<file path="src/rtl/spi_pkg.sv">
// Shared constants and state encoding for the SPI master and its divider.
package spi_pkg;

  localparam int DEF_CLK_DIV = 5;
  localparam int SPI_ADDR_W  = 7;
  localparam int SPI_DATA_W  = 8;
  localparam int FRAME_BITS  = 1 + SPI_ADDR_W + SPI_DATA_W;

  localparam logic RW_READ  = 1'b1;
  localparam logic RW_WRITE = 1'b0;

  typedef enum logic [2:0] {
    ST_IDLE     = 3'd0,
    ST_SETUP    = 3'd1,
    ST_SHIFT_HI = 3'd2,
    ST_SHIFT_LO = 3'd3,
    ST_GAP      = 3'd4
  } spi_state_t;

endpackage

</file>
<file path="src/rtl/spi_if.sv">
// Host request/response signals plus the four-wire serial bus of the SPI master.
interface spi_if import spi_pkg::*; #(
  parameter int ADDR_W = SPI_ADDR_W,
  parameter int DATA_W = SPI_DATA_W
);

  // Handshake: a request is taken on any rising CLK edge where start=1 and
  // busy=0; busy then stays high until the frame and its gap finish, and done
  // pulses for exactly one cycle when the frame ends. start while busy is dropped.
  logic              start;
  logic              rw;
  logic [ADDR_W-1:0] addr;
  logic [DATA_W-1:0] wdata;
  logic              busy;
  logic              done;
  logic [DATA_W-1:0] rdata;
  logic              CS;
  logic              SCLK;
  logic              MOSI;
  logic              MISO;

  modport master (
    input  start, rw, addr, wdata, MISO,
    output busy, done, rdata, CS, SCLK, MOSI
  );

  modport slave (
    output start, rw, addr, wdata, MISO,
    input  busy, done, rdata, CS, SCLK, MOSI
  );

endinterface

</file>
<file path="src/rtl/spi_clk_div.sv">
// Half-period counter: ticks every CLK_DIV cycles while running, and splits the
// tick into rise/fall strobes according to the current SCLK level.
module spi_clk_div import spi_pkg::*; #(
  parameter int CLK_DIV = DEF_CLK_DIV
) (
  input  logic CLK,
  input  logic RESET,
  input  logic run,
  input  logic level,
  output logic tick,
  output logic rise,
  output logic fall
);

  localparam int CW = $clog2(CLK_DIV);

  logic [CW-1:0] cnt;

  always_ff @(posedge CLK) begin
    if (RESET || !run || tick) begin
      cnt <= '0;
    end else begin
      cnt <= cnt + 1'b1;
    end
  end

  assign tick = run && (cnt == CW'(CLK_DIV - 1));
  assign rise = tick && !level;
  assign fall = tick && level;

endmodule

</file>
<file path="src/rtl/spi_master.sv">
// Mode-0, MSB-first SPI master: one {rw, addr, data} frame per accepted request,
// with registered CS/SCLK/MOSI and read data captured from the last DATA_W bits.
module spi_master import spi_pkg::*; #(
  parameter int CLK_DIV = DEF_CLK_DIV,
  parameter int ADDR_W  = SPI_ADDR_W,
  parameter int DATA_W  = SPI_DATA_W
) (
  input  logic       CLK,
  input  logic       RESET,
  spi_if.master      bus,
  output spi_state_t fsm_state
);

  localparam int FW = 1 + ADDR_W + DATA_W;
  localparam int BW = $clog2(FW);

  spi_state_t        state;
  spi_state_t        state_nx;
  logic              tick;
  logic              rise;
  logic              fall;
  logic              accept;
  logic              sample;
  logic              shift;
  logic              frame_end;
  logic [FW-1:0]     frame;
  logic [FW-1:0]     tx_sh;
  logic [DATA_W-1:0] rx_sh;
  logic [BW-1:0]     bit_cnt;
  logic              hold;
  logic              rw_q;
  logic              cs_q;
  logic              sclk_q;
  logic              mosi_q;
  logic              busy_q;
  logic              done_q;
  logic [DATA_W-1:0] rdata_q;

  spi_clk_div #(.CLK_DIV(CLK_DIV)) u_div (
    .CLK   (CLK),
    .RESET (RESET),
    .run   (state != ST_IDLE),
    .level (state == ST_SHIFT_HI),
    .tick  (tick),
    .rise  (rise),
    .fall  (fall)
  );

  // Reads send a zero data field; the slave drives its answer during those bits.
  assign frame = {bus.rw, bus.addr, (bus.rw == RW_READ) ? {DATA_W{1'b0}} : bus.wdata};

  always_comb begin
    state_nx  = state;
    accept    = 1'b0;
    sample    = 1'b0;
    shift     = 1'b0;
    frame_end = 1'b0;
    case (state)
      ST_IDLE: begin
        if (bus.start) begin
          state_nx = ST_SETUP;
          accept   = 1'b1;
        end
      end
      ST_SETUP: begin
        if (rise) begin
          state_nx = ST_SHIFT_HI;
          sample   = 1'b1;
        end
      end
      ST_SHIFT_HI: begin
        if (fall) begin
          state_nx = ST_SHIFT_LO;
          shift    = 1'b1;
        end
      end
      ST_SHIFT_LO: begin
        // After the last bit this low phase is the CS hold time.
        if (rise) begin
          if (hold) begin
            state_nx  = ST_GAP;
            frame_end = 1'b1;
          end else begin
            state_nx = ST_SHIFT_HI;
            sample   = 1'b1;
          end
        end
      end
      ST_GAP: begin
        if (tick) begin
          state_nx = ST_IDLE;
        end
      end
      default: state_nx = ST_IDLE;
    endcase
  end

  always_ff @(posedge CLK) begin
    if (RESET) begin
      state   <= ST_IDLE;
      tx_sh   <= '0;
      rx_sh   <= '0;
      bit_cnt <= '0;
      hold    <= 1'b0;
      rw_q    <= RW_WRITE;
      cs_q    <= 1'b1;
      sclk_q  <= 1'b0;
      mosi_q  <= 1'b0;
      busy_q  <= 1'b0;
      done_q  <= 1'b0;
      rdata_q <= '0;
    end else begin
      state  <= state_nx;
      cs_q   <= (state_nx == ST_IDLE) || (state_nx == ST_GAP);
      sclk_q <= (state_nx == ST_SHIFT_HI);
      busy_q <= (state_nx != ST_IDLE);
      done_q <= frame_end;
      if (accept) begin
        tx_sh   <= frame;
        rw_q    <= bus.rw;
        mosi_q  <= frame[FW-1];
        bit_cnt <= '0;
        hold    <= 1'b0;
      end
      if (sample) begin
        rx_sh <= {rx_sh[DATA_W-2:0], bus.MISO};
      end
      if (shift) begin
        if (bit_cnt == BW'(FW - 1)) begin
          hold   <= 1'b1;
          mosi_q <= 1'b0;
        end else begin
          tx_sh   <= tx_sh << 1;
          mosi_q  <= tx_sh[FW-2];
          bit_cnt <= bit_cnt + 1'b1;
        end
      end
      if (frame_end) begin
        hold <= 1'b0;
        if (rw_q == RW_READ) begin
          rdata_q <= rx_sh;
        end
      end
    end
  end

  assign bus.CS    = cs_q;
  assign bus.SCLK  = sclk_q;
  assign bus.MOSI  = mosi_q;
  assign bus.busy  = busy_q;
  assign bus.done  = done_q;
  assign bus.rdata = rdata_q;
  assign fsm_state = state;

endmodule

</file>
<file path="src/flat_wrapper.sv">
// flat-port wrapper written by rule: the top's interface ports become plain ports
module spi_master_flat import spi_pkg::*;
#(
  parameter int CLK_DIV = DEF_CLK_DIV,
  parameter int ADDR_W  = SPI_ADDR_W,
  parameter int DATA_W  = SPI_DATA_W
)
  (CLK, RESET, fsm_state, bus_start, bus_rw, bus_addr, bus_wdata, bus_MISO, bus_busy, bus_done, bus_rdata, bus_CS, bus_SCLK, bus_MOSI);
  spi_if #(.ADDR_W(ADDR_W), .DATA_W(DATA_W)) bus_i ();
  input  logic CLK;
  input  logic RESET;
  output spi_state_t fsm_state;
  input wire logic [$bits(bus_i.start)-1:0] bus_start;
  input wire logic [$bits(bus_i.rw)-1:0] bus_rw;
  input wire logic [$bits(bus_i.addr)-1:0] bus_addr;
  input wire logic [$bits(bus_i.wdata)-1:0] bus_wdata;
  input wire logic [$bits(bus_i.MISO)-1:0] bus_MISO;
  output wire logic [$bits(bus_i.busy)-1:0] bus_busy;
  output wire logic [$bits(bus_i.done)-1:0] bus_done;
  output wire logic [$bits(bus_i.rdata)-1:0] bus_rdata;
  output wire logic [$bits(bus_i.CS)-1:0] bus_CS;
  output wire logic [$bits(bus_i.SCLK)-1:0] bus_SCLK;
  output wire logic [$bits(bus_i.MOSI)-1:0] bus_MOSI;
  assign bus_i.start = bus_start;
  assign bus_i.rw = bus_rw;
  assign bus_i.addr = bus_addr;
  assign bus_i.wdata = bus_wdata;
  assign bus_i.MISO = bus_MISO;
  assign bus_busy = bus_i.busy;
  assign bus_done = bus_i.done;
  assign bus_rdata = bus_i.rdata;
  assign bus_CS = bus_i.CS;
  assign bus_SCLK = bus_i.SCLK;
  assign bus_MOSI = bus_i.MOSI;
  spi_master #(.CLK_DIV(CLK_DIV), .ADDR_W(ADDR_W), .DATA_W(DATA_W)) u_core (.CLK(CLK), .RESET(RESET), .bus(bus_i), .fsm_state(fsm_state));
endmodule
</file>
<file path="config.mk">
export PLATFORM = sky130hd
export DESIGN_NAME = spi_master_flat
export DESIGN_NICKNAME = d
export VERILOG_FILES = /design/src/rtl/spi_pkg.sv /design/src/rtl/spi_if.sv /design/src/rtl/spi_clk_div.sv /design/src/rtl/spi_master.sv /design/src/flat_wrapper.sv
export SDC_FILE = /design/constraint.sdc
export NUM_CORES = 1
export LEC_CHECK = 0
export BUFFER_PORTS_ARGS = -buffer_cell sky130_fd_sc_hd__buf_2
export CAP_MARGIN = 30
export CORE_AREA = 5 5 68 70
export DETAILED_ROUTE_END_ITERATION = 10
export DIE_AREA = 0 0 73 75
export PLACE_DENSITY = 0.76
export SYNTH_ARGS = -nofsm -noshare
export SYNTH_HDL_FRONTEND = slang
export SYNTH_HIERARCHICAL = 1
export SYNTH_SLANG_ARGS = --single-unit
</file>
<file path="constraint.sdc">
create_clock -name CLK -period 2.6 [get_ports CLK]
set_input_delay 0.52 -clock CLK [delete_from_list [all_inputs] [get_ports CLK]]
set_output_delay 0.52 -clock CLK [all_outputs]
set_load 0.005 [all_outputs]
</file>
==> run summary, run 1 <==
==============================================================================
Result of the run                                                 complete, no violations
Mean number of vias per cell                                              5.39
Inst Count DP                                                              293
Total number of H-tree levels                                                2
Core ar.                                                             3910 um^2
Final setup vio count                                                        0
Number of hold violations in the final report                                0
Crit share post-route                                                    90.6%
Gr usage total                                                           15.2%
Sum of negative setup slack                                               0 ns
Setup repair after global routing missed its margin                         no
Antenna violations before repair                                             0
Net count of the finished layout                                           273
Proportion of netlist area held by the largest area contributor          46.8%
Vias                                                                      1623
Clock latency reported for the late side of the worst-skew pair        0.30 ns
Number of buffers created by CTS                                             5
Reg2reg path depth                                                           7
Reg-to-reg critical path startpoint                               u_core/fsm_state[0]$_SDFF_PP0_
DIE WIDTH                                                                73 um
Leading area contributor after synthesis                          sky130_fd_sc_hd__dfxtp_1
Clk slew on worst S/H paths                                            0.09 ns
Placed cell area                                                     2250 um^2
Max Cap Violations                                                           0
Number of distinct library cells after synthesis                            40
Worst IR drop on VDD                                                  0.380 mV
Iter 0 DRT Violations                                                      120
Hold_buf cts                                                                 0
Top FF cell, synth                                                sky130_fd_sc_hd__dfxtp_1
Cell at the root of the clock tree                                sky130_fd_sc_hd__clkbuf_8
Area growth, synth to finish                                             14.1%
Last weighted congestion value of the routability-driven placer          0.803
Chip height                                                              75 um
Met2 wire length                                                       1.81 mm
Detailed Route WL                                                      3.76 mm
DR WL/cell                                                             12.5 um
Worst EP arrival                                                       2.51 ns
Clock tree from TritonCTS                                                  yes
Antenna Violating Nets Remaining                                             0
Total die area                                                       5480 um^2
Syn_nets                                                                   240
Dominant cells by area after synthesis                            sky130_fd_sc_hd__dfxtp_1, sky130_fd_sc_hd__mux2i_1, sky130_fd_sc_hd__nor2_1
Post-Synthesis Cells                                                       217
Worst hold start                                                  u_core/rw_q$_SDFFE_PP0P_
Yosys warning count                                                          6
Syn Std Cell Area                                                    2050 um^2
Final-layout worst hold slack                                         0.456 ns
Critical path peak fanout                                                   11
Number of rows created at floorplan                                         23
Min Clock Period, post-route                                           2.35 ns
Leakage power total                                                   0.948 nW
Required @ worst endpoint                                              2.76 ns
Initial DRT Pass Iterations                                                  4
Highest achievable clock rate                                          425 MHz
Tightest slew margin relative to the limit                               50.7%
Remaining routing DRC violations                                             0
Total clock sinks                                                           48
Number of global-route vias before repair                                 1478
Critical register-to-register path endpoint                       u_core/tx_sh[6]$_SDFF_PP0_
Critical path capture point type                                          flop
Mean area per synthesized cell                                       9.47 um^2
Sum of met3 wire segment lengths after detailed routing                 135 um
Initial standard-cell utilization of the core                            52.5%
N_diodes                                                                     0
Critical path class                                               flop to flop
Async S/R FF share, synth                                                   0%
IO Count                                                                    36
Global-route wire length before repair                                 6.50 mm
Max-slew violation count                                                     0
HPWL Detailed                                                          2.60 mm
Total gr overflow                                                            0
Quantity of I/O buffers inserted on ports                                   35
Post-route cell area                                                 2340 um^2
Worst Hold Class                                                  flop to flop
Least-Margin Pin Slew                                                 0.737 ns
Total of flip-flops plus latches after synthesis                            48
Bufs on Longest Clock Path                                                   2
Cells on Worst Hold Path                                                     2
Fin Clk Skew                                                        0.00462 ns
Uppermost layer routed                                                    met4
EDFF count, synth                                                            0
Fraction of the yosys area taken by sequential cells                     46.8%
Number of non-filler instances in the completed layout                     301
Met1 wire length                                                       1.78 mm
Setup crit start kind                                                     flop
Fraction of layout instances using a drive strength above 1              25.1%
Hold Path Sink                                                    u_core/rw_q$_SDFFE_PP0P_
Internal reg-to-reg setup slack                                        0.25 ns
Top library cells by usage in the layout, fill and taps aside     sky130_fd_sc_hd__dfxtp_1, sky130_fd_sc_hd__nor2_1, sky130_fd_sc_hd__buf_2
Commonest non-fill, non-tap cell in the layout                    sky130_fd_sc_hd__dfxtp_1
Power per cell area                                                551 nW/um^2
Pin count of the biggest net entering global routing                        43
==============================================================================
## power breakdown
part | internal, mW | switching (mW) | leakage, nW | total (mW)
registers | 0.752 | 0.0118 | 0.390 | 0.764
clock network | 0.190 | 0.248 | 0.0404 | 0.438
logic | 0.0394 | 0.0491 | 0.517 | 0.0886
## flip-flops by register name, summed over array words and instances (netlist names)
signal,cells
u_core/fsm_state,3
u_core/bus.MOSI,1
u_core/rw_q,1
u_core/bus.done,1
u_core/tx_sh,15
u_core/bit_cnt,4
u_core/hold,1
u_core/bus.CS,1
u_core/bus.rdata,8
u_core/bus.busy,1
u_core/bus.SCLK,1
u_core/u_div/cnt,3
u_core/rx_sh,8
## cell type report
class,count,area (um^2)
fillers,360,1570
clock inverters,3,23.8
repair buffers,40,213
flip-flops and latches,48,961
clock buffers,5,68.8
inverters,4,15.0
well taps,50,62.6
multi-input cells,151,1000
## cells by family (layout without fill, tap and decap cells)
family / Yosys count / in the layout / share of synthesized area [%]
fa+ha+maj: 3 / 3 / 1.83
flops: 48 / 48 / 46.8
mux: 17 / 17 / 8.28
xor+xnor: 1 / 1 / 0.426
simple gates: 95 / 95 / 23.1
buf+inv: 18 / 52 / 4.69
compound gates: 35 / 35 / 14.9
## layer usage
metal / vias up / track usage [%]
met2: 27 / 24.5
met1: 762 / 19.2
li1: 832 / -
met3: 2 / 4.01
met4: 0 / 6.76
met5: - / 0
## per-stage QoR
stage / total power [mW] / utilization (%) / setup WS, ns
after floorplan: 0.844 / - / 0.337
after global placement: 0.869 / 57.4 / 0.341
after detailed placement: 0.871 / 57.4 / 0.170
after CTS: 1.31 / 59.8 / 0.138
after global routing: 1.36 / 59.9 / 0.0267
final: 1.29 / 59.9 / 0.245
## worst max path at each step
stage	startpoint	to	cells past startpoint
2_1_floorplan	u_core/fsm_state[2]$_SDFF_PP0_	u_core/tx_sh[11]$_SDFF_PP0_	9
3_3_place_gp	u_core/fsm_state[0]$_SDFF_PP0_	u_core/tx_sh[2]$_SDFF_PP0_	8
3_5_place_dp	u_core/fsm_state[0]$_SDFF_PP0_	u_core/tx_sh[3]$_SDFF_PP0_	8
4_1_cts	u_core/fsm_state[0]$_SDFF_PP0_	u_core/tx_sh[3]$_SDFF_PP0_	8
5_1_grt	u_core/fsm_state[0]$_SDFF_PP0_	u_core/bus.rdata[5]$_SDFFE_PP0P_	8
6_report	u_core/fsm_state[0]$_SDFF_PP0_	u_core/tx_sh[6]$_SDFF_PP0_	7
## repair_timing
| action | 4_1_cts | 5_1_grt |
|---|---|---|
| gates resized for setup | 0 | 1 |
| buffers inserted | 0 | 0 |
| endpoints found under the setup margin | 0 | 2 |
## worst max-delay path: stages, from the launching register on
cell and delay (ns):
sky130_fd_sc_hd__dfxtp_1 0.42, sky130_fd_sc_hd__or3_1 0.41, sky130_fd_sc_hd__and3_1 0.22, sky130_fd_sc_hd__and2_1 0.19
sky130_fd_sc_hd__and4bb_2 0.28, sky130_fd_sc_hd__and2_1 0.31, sky130_fd_sc_hd__a221oi_1 0.28, sky130_fd_sc_hd__nor3_1 0.08
## Yosys cell counts (2+ instances only)
cell type and count:
sky130_fd_sc_hd__nand2_1 22, sky130_fd_sc_hd__or3_1 2, sky130_fd_sc_hd__nand4_1 3, sky130_fd_sc_hd__a211oi_1 4
sky130_fd_sc_hd__clkbuf_1 4, sky130_fd_sc_hd__nand2b_1 5, sky130_fd_sc_hd__a311oi_1 7, sky130_fd_sc_hd__inv_1 4
sky130_fd_sc_hd__mux2i_1 17, sky130_fd_sc_hd__nor2_1 36, sky130_fd_sc_hd__a221oi_2 6, sky130_fd_sc_hd__a21oi_1 7
sky130_fd_sc_hd__buf_1 2, sky130_fd_sc_hd__buf_2 5, sky130_fd_sc_hd__nor3_1 9, sky130_fd_sc_hd__nand3_1 3
sky130_fd_sc_hd__dfxtp_1 48, sky130_fd_sc_hd__o21ai_0 2, sky130_fd_sc_hd__and2_1 6, sky130_fd_sc_hd__buf_6 3
sky130_fd_sc_hd__ha_1 3
No activity file was read; power rests on OpenSTA's default activity.
==> inputs of run 2 (changes only) <==
--- a/config.mk
+++ b/config.mk
@@ -11,6 +11,7 @@
 export DETAILED_ROUTE_END_ITERATION = 10
 export DIE_AREA = 0 0 73 75
 export PLACE_DENSITY = 0.76
+export RECOVER_POWER = 100
 export SYNTH_ARGS = -nofsm -noshare
 export SYNTH_HDL_FRONTEND = slang
 export SYNTH_HIERARCHICAL = 1
==> run 2 against run 1 <==
Compared with the run above: die area stayed put; first-iteration DRC count is 18% lower; count of clock-buffer cells in the layout stayed put; clock power is 0.9% higher; routed wire length is 1.6% higher; register-to-register slack hardly changed; non-clock buffer count stayed put; design area is 2.9% lower; global-route usage stayed put.
==> run summary, run 2 (same netlist as run 1, synthesis figures left out) <==
==============================================================================
Min Clock Period, post-route                                           2.36 ns   was 2.35 ns
IO Count                                                                    36   unchanged
Antenna violations before repair                                             0   unchanged
Remaining routing DRC violations                                             0   unchanged
Total gr overflow                                                            0   unchanged
Number of hold violations in the final report                                0   unchanged
Last weighted congestion value of the routability-driven placer          0.803   unchanged
Required @ worst endpoint                                              2.76 ns   about the same
Commonest non-fill, non-tap cell in the layout                    sky130_fd_sc_hd__dfxtp_1   unchanged
Critical path class                                               flop to flop   unchanged
Area growth, synth to finish                                             10.7%   was 14.1%
Top library cells by usage in the layout, fill and taps aside     sky130_fd_sc_hd__dfxtp_1, sky130_fd_sc_hd__nor2_1, sky130_fd_sc_hd__buf_2   unchanged
Detailed Route WL                                                      3.82 mm   was 3.76 mm
HPWL Detailed                                                          2.60 mm   unchanged
Total die area                                                       5480 um^2   unchanged
Total number of H-tree levels                                                2   unchanged
Leakage power total                                                   0.890 nW   was 0.948 nW
Fin Clk Skew                                                        0.00426 ns   was 0.00462 ns
Bufs on Longest Clock Path                                                   2   unchanged
Critical path capture point type                                          flop   unchanged
Gr usage total                                                           15.2%   unchanged
Quantity of I/O buffers inserted on ports                                   35   unchanged
Total clock sinks                                                           48   unchanged
Critical path peak fanout                                                   11   unchanged
Global-route wire length before repair                                 6.50 mm   unchanged
Vias                                                                      1609   was 1623
Tightest slew margin relative to the limit                               15.6%   was 50.7%
Worst Hold Class                                                  input port to flop   was flop to flop
Final setup vio count                                                        0   unchanged
Number of buffers created by CTS                                             5   unchanged
Least-Margin Pin Slew                                                  1.25 ns   was 0.737 ns
Fraction of layout instances using a drive strength above 1              17.5%   was 25.1%
Sum of negative setup slack                                               0 ns   unchanged
Crit share post-route                                                    90.8%   was 90.6%
Pin count of the biggest net entering global routing                        43   unchanged
Clk slew on worst S/H paths                                            0.09 ns   about the same
Family with the most delay on the worst path                      simple AND/OR/NAND/NOR gates   unchanged
Worst IR drop on VDD                                                  0.381 mV   was 0.380 mV
Top register by number of flip-flops                              u_core/tx_sh   unchanged
Setup repair after global routing missed its margin                         no   unchanged
Setup crit start kind                                                     flop   unchanged
Iter 0 DRT Violations                                                       98   was 120
Critical-path cell list                                           or3_1, and3_1, and2_0, and4bb_1, and2_1, a221oi_1, nor3_1   was or3_1, and3_1, and2_1, and4bb_2, and2_1, a221oi_1, nor3_1
CP bufs+invs                                                                 0   unchanged
Clock tree from TritonCTS                                                  yes   unchanged
Result of the run                                                 complete, no violations   unchanged
Chip height                                                              75 um   unchanged
Crit path largest cell delay                                           0.42 ns   about the same
Worst EP arrival                                                       2.52 ns   was 2.51 ns
Mean number of vias per cell                                              5.35   was 5.39
Antenna Violating Nets Remaining                                             0   unchanged
Clock latency reported for the late side of the worst-skew pair        0.30 ns   about the same
Highest achievable clock rate                                          423 MHz   was 425 MHz
DIE WIDTH                                                                73 um   unchanged
Number of flip-flops in the largest register                                15   unchanged
Cell at the root of the clock tree                                sky130_fd_sc_hd__clkbuf_8   unchanged
Power per cell area                                                567 nW/um^2   was 551 nW/um^2
Initial standard-cell utilization of the core                            52.5%   unchanged
Number of global-route vias before repair                                 1478   unchanged
Highest-delay cell along the critical path                        sky130_fd_sc_hd__dfxtp_1   unchanged
Max-slew violation count                                                     0   unchanged
Max Cap Violations                                                           0   unchanged
DR WL/cell                                                             12.7 um   was 12.5 um
Number of rows created at floorplan                                         23   unchanged
Core ar.                                                             3910 um^2   unchanged
Initial DRT Pass Iterations                                                  4   unchanged
Net count of the finished layout                                           273   unchanged
N_diodes                                                                     0   unchanged
Final-layout worst hold slack                                         0.453 ns   was 0.456 ns
==============================================================================
-- run 2: cell types whose count changed in the layout (fill, tap and decap cells not counted), sizes merged --
cell	previous run	this run
buf	40	30
clkbuf	5	15
-- run 2: metrics by stage --
step,instances,area (um^2),total power [mW],utilization (%),setup WS [ns]
2_1_floorplan,217,2050,0.844,-,0.337
3_3_place_gp,293,2250,0.869,57.4,0.341
3_5_place_dp,293,2250,0.871,57.4,0.170
4_1_cts,301,2340,1.31,59.8,0.138
5_1_grt,301,2270,1.35,58.1,0.0324
6_report,301,2270,1.29,58.1,0.238
-- run 2: where the power goes --
group	total [mW]	leakage, nW	internal [mW]	switching, mW
Clock	0.442	0.0404	0.190	0.252
Sequential	0.764	0.390	0.752	0.0115
Combinational	0.0827	0.460	0.0366	0.0461
Total	1.29	0.890	0.979	0.309
-- run 2: routing by layer --
| layer | vias to the layer above | GRT usage, % | routed length, um |
|---|---|---|---|
| met1 | 749 | 19.2 | 1810 |
| met2 | 26 | 24.5 | 1780 |
| li1 | 829 | - | - |
| met5 | - | 0 | 0 |
| met4 | 0 | 6.76 | 70 |
| met3 | 5 | 4.01 | 158 |
-- run 2: area by class of cell --
cell class                 instances  area, um^2
fill                             383        1640
sequential                        48         961
multi-input combinational        151         947
timing repair buffer              40         196
clock buffer                       5        68.8
tap                               50        62.6
clock inverter                     3        23.8
inverter                           4        15.0
-- run 2: final timing paths --
check / slack (ns) / endpoint / cells after the start / from
setup / recovery: 0.24 / u_core/tx_sh[5]$_SDFF_PP0_ / 7 / u_core/fsm_state[0]$_SDFF_PP0_
hold / removal: 0.45 / u_core/rx_sh[0]$_SDFFE_PP0P_ / 3 / bus_MISO
setup reg to reg: 0.24 / u_core/tx_sh[5]$_SDFF_PP0_ / 7 / u_core/fsm_state[0]$_SDFF_PP0_
hold reg to reg: 0.46 / u_core/rw_q$_SDFFE_PP0P_ / 2 / u_core/rw_q$_SDFFE_PP0P_
-- run 2: worst register-to-register path: cells and delay by family (launching register included) --
| family | cells | cell delay (ns) |
|---|---|---|
| DFF | 1 | 0.42 |
| AOI/OAI and AO/OA | 1 | 0.29 |
| and+or+nand+nor | 6 | 1.51 |
-- run 2: repair_timing --
| item | CTS | global route |
|---|---|---|
| setup buffers | 0 | 0 |
| endpoints found under the setup margin | 0 | 2 |
| hold buffers | 0 | 0 |
| gates resized for setup | 0 | 1 |
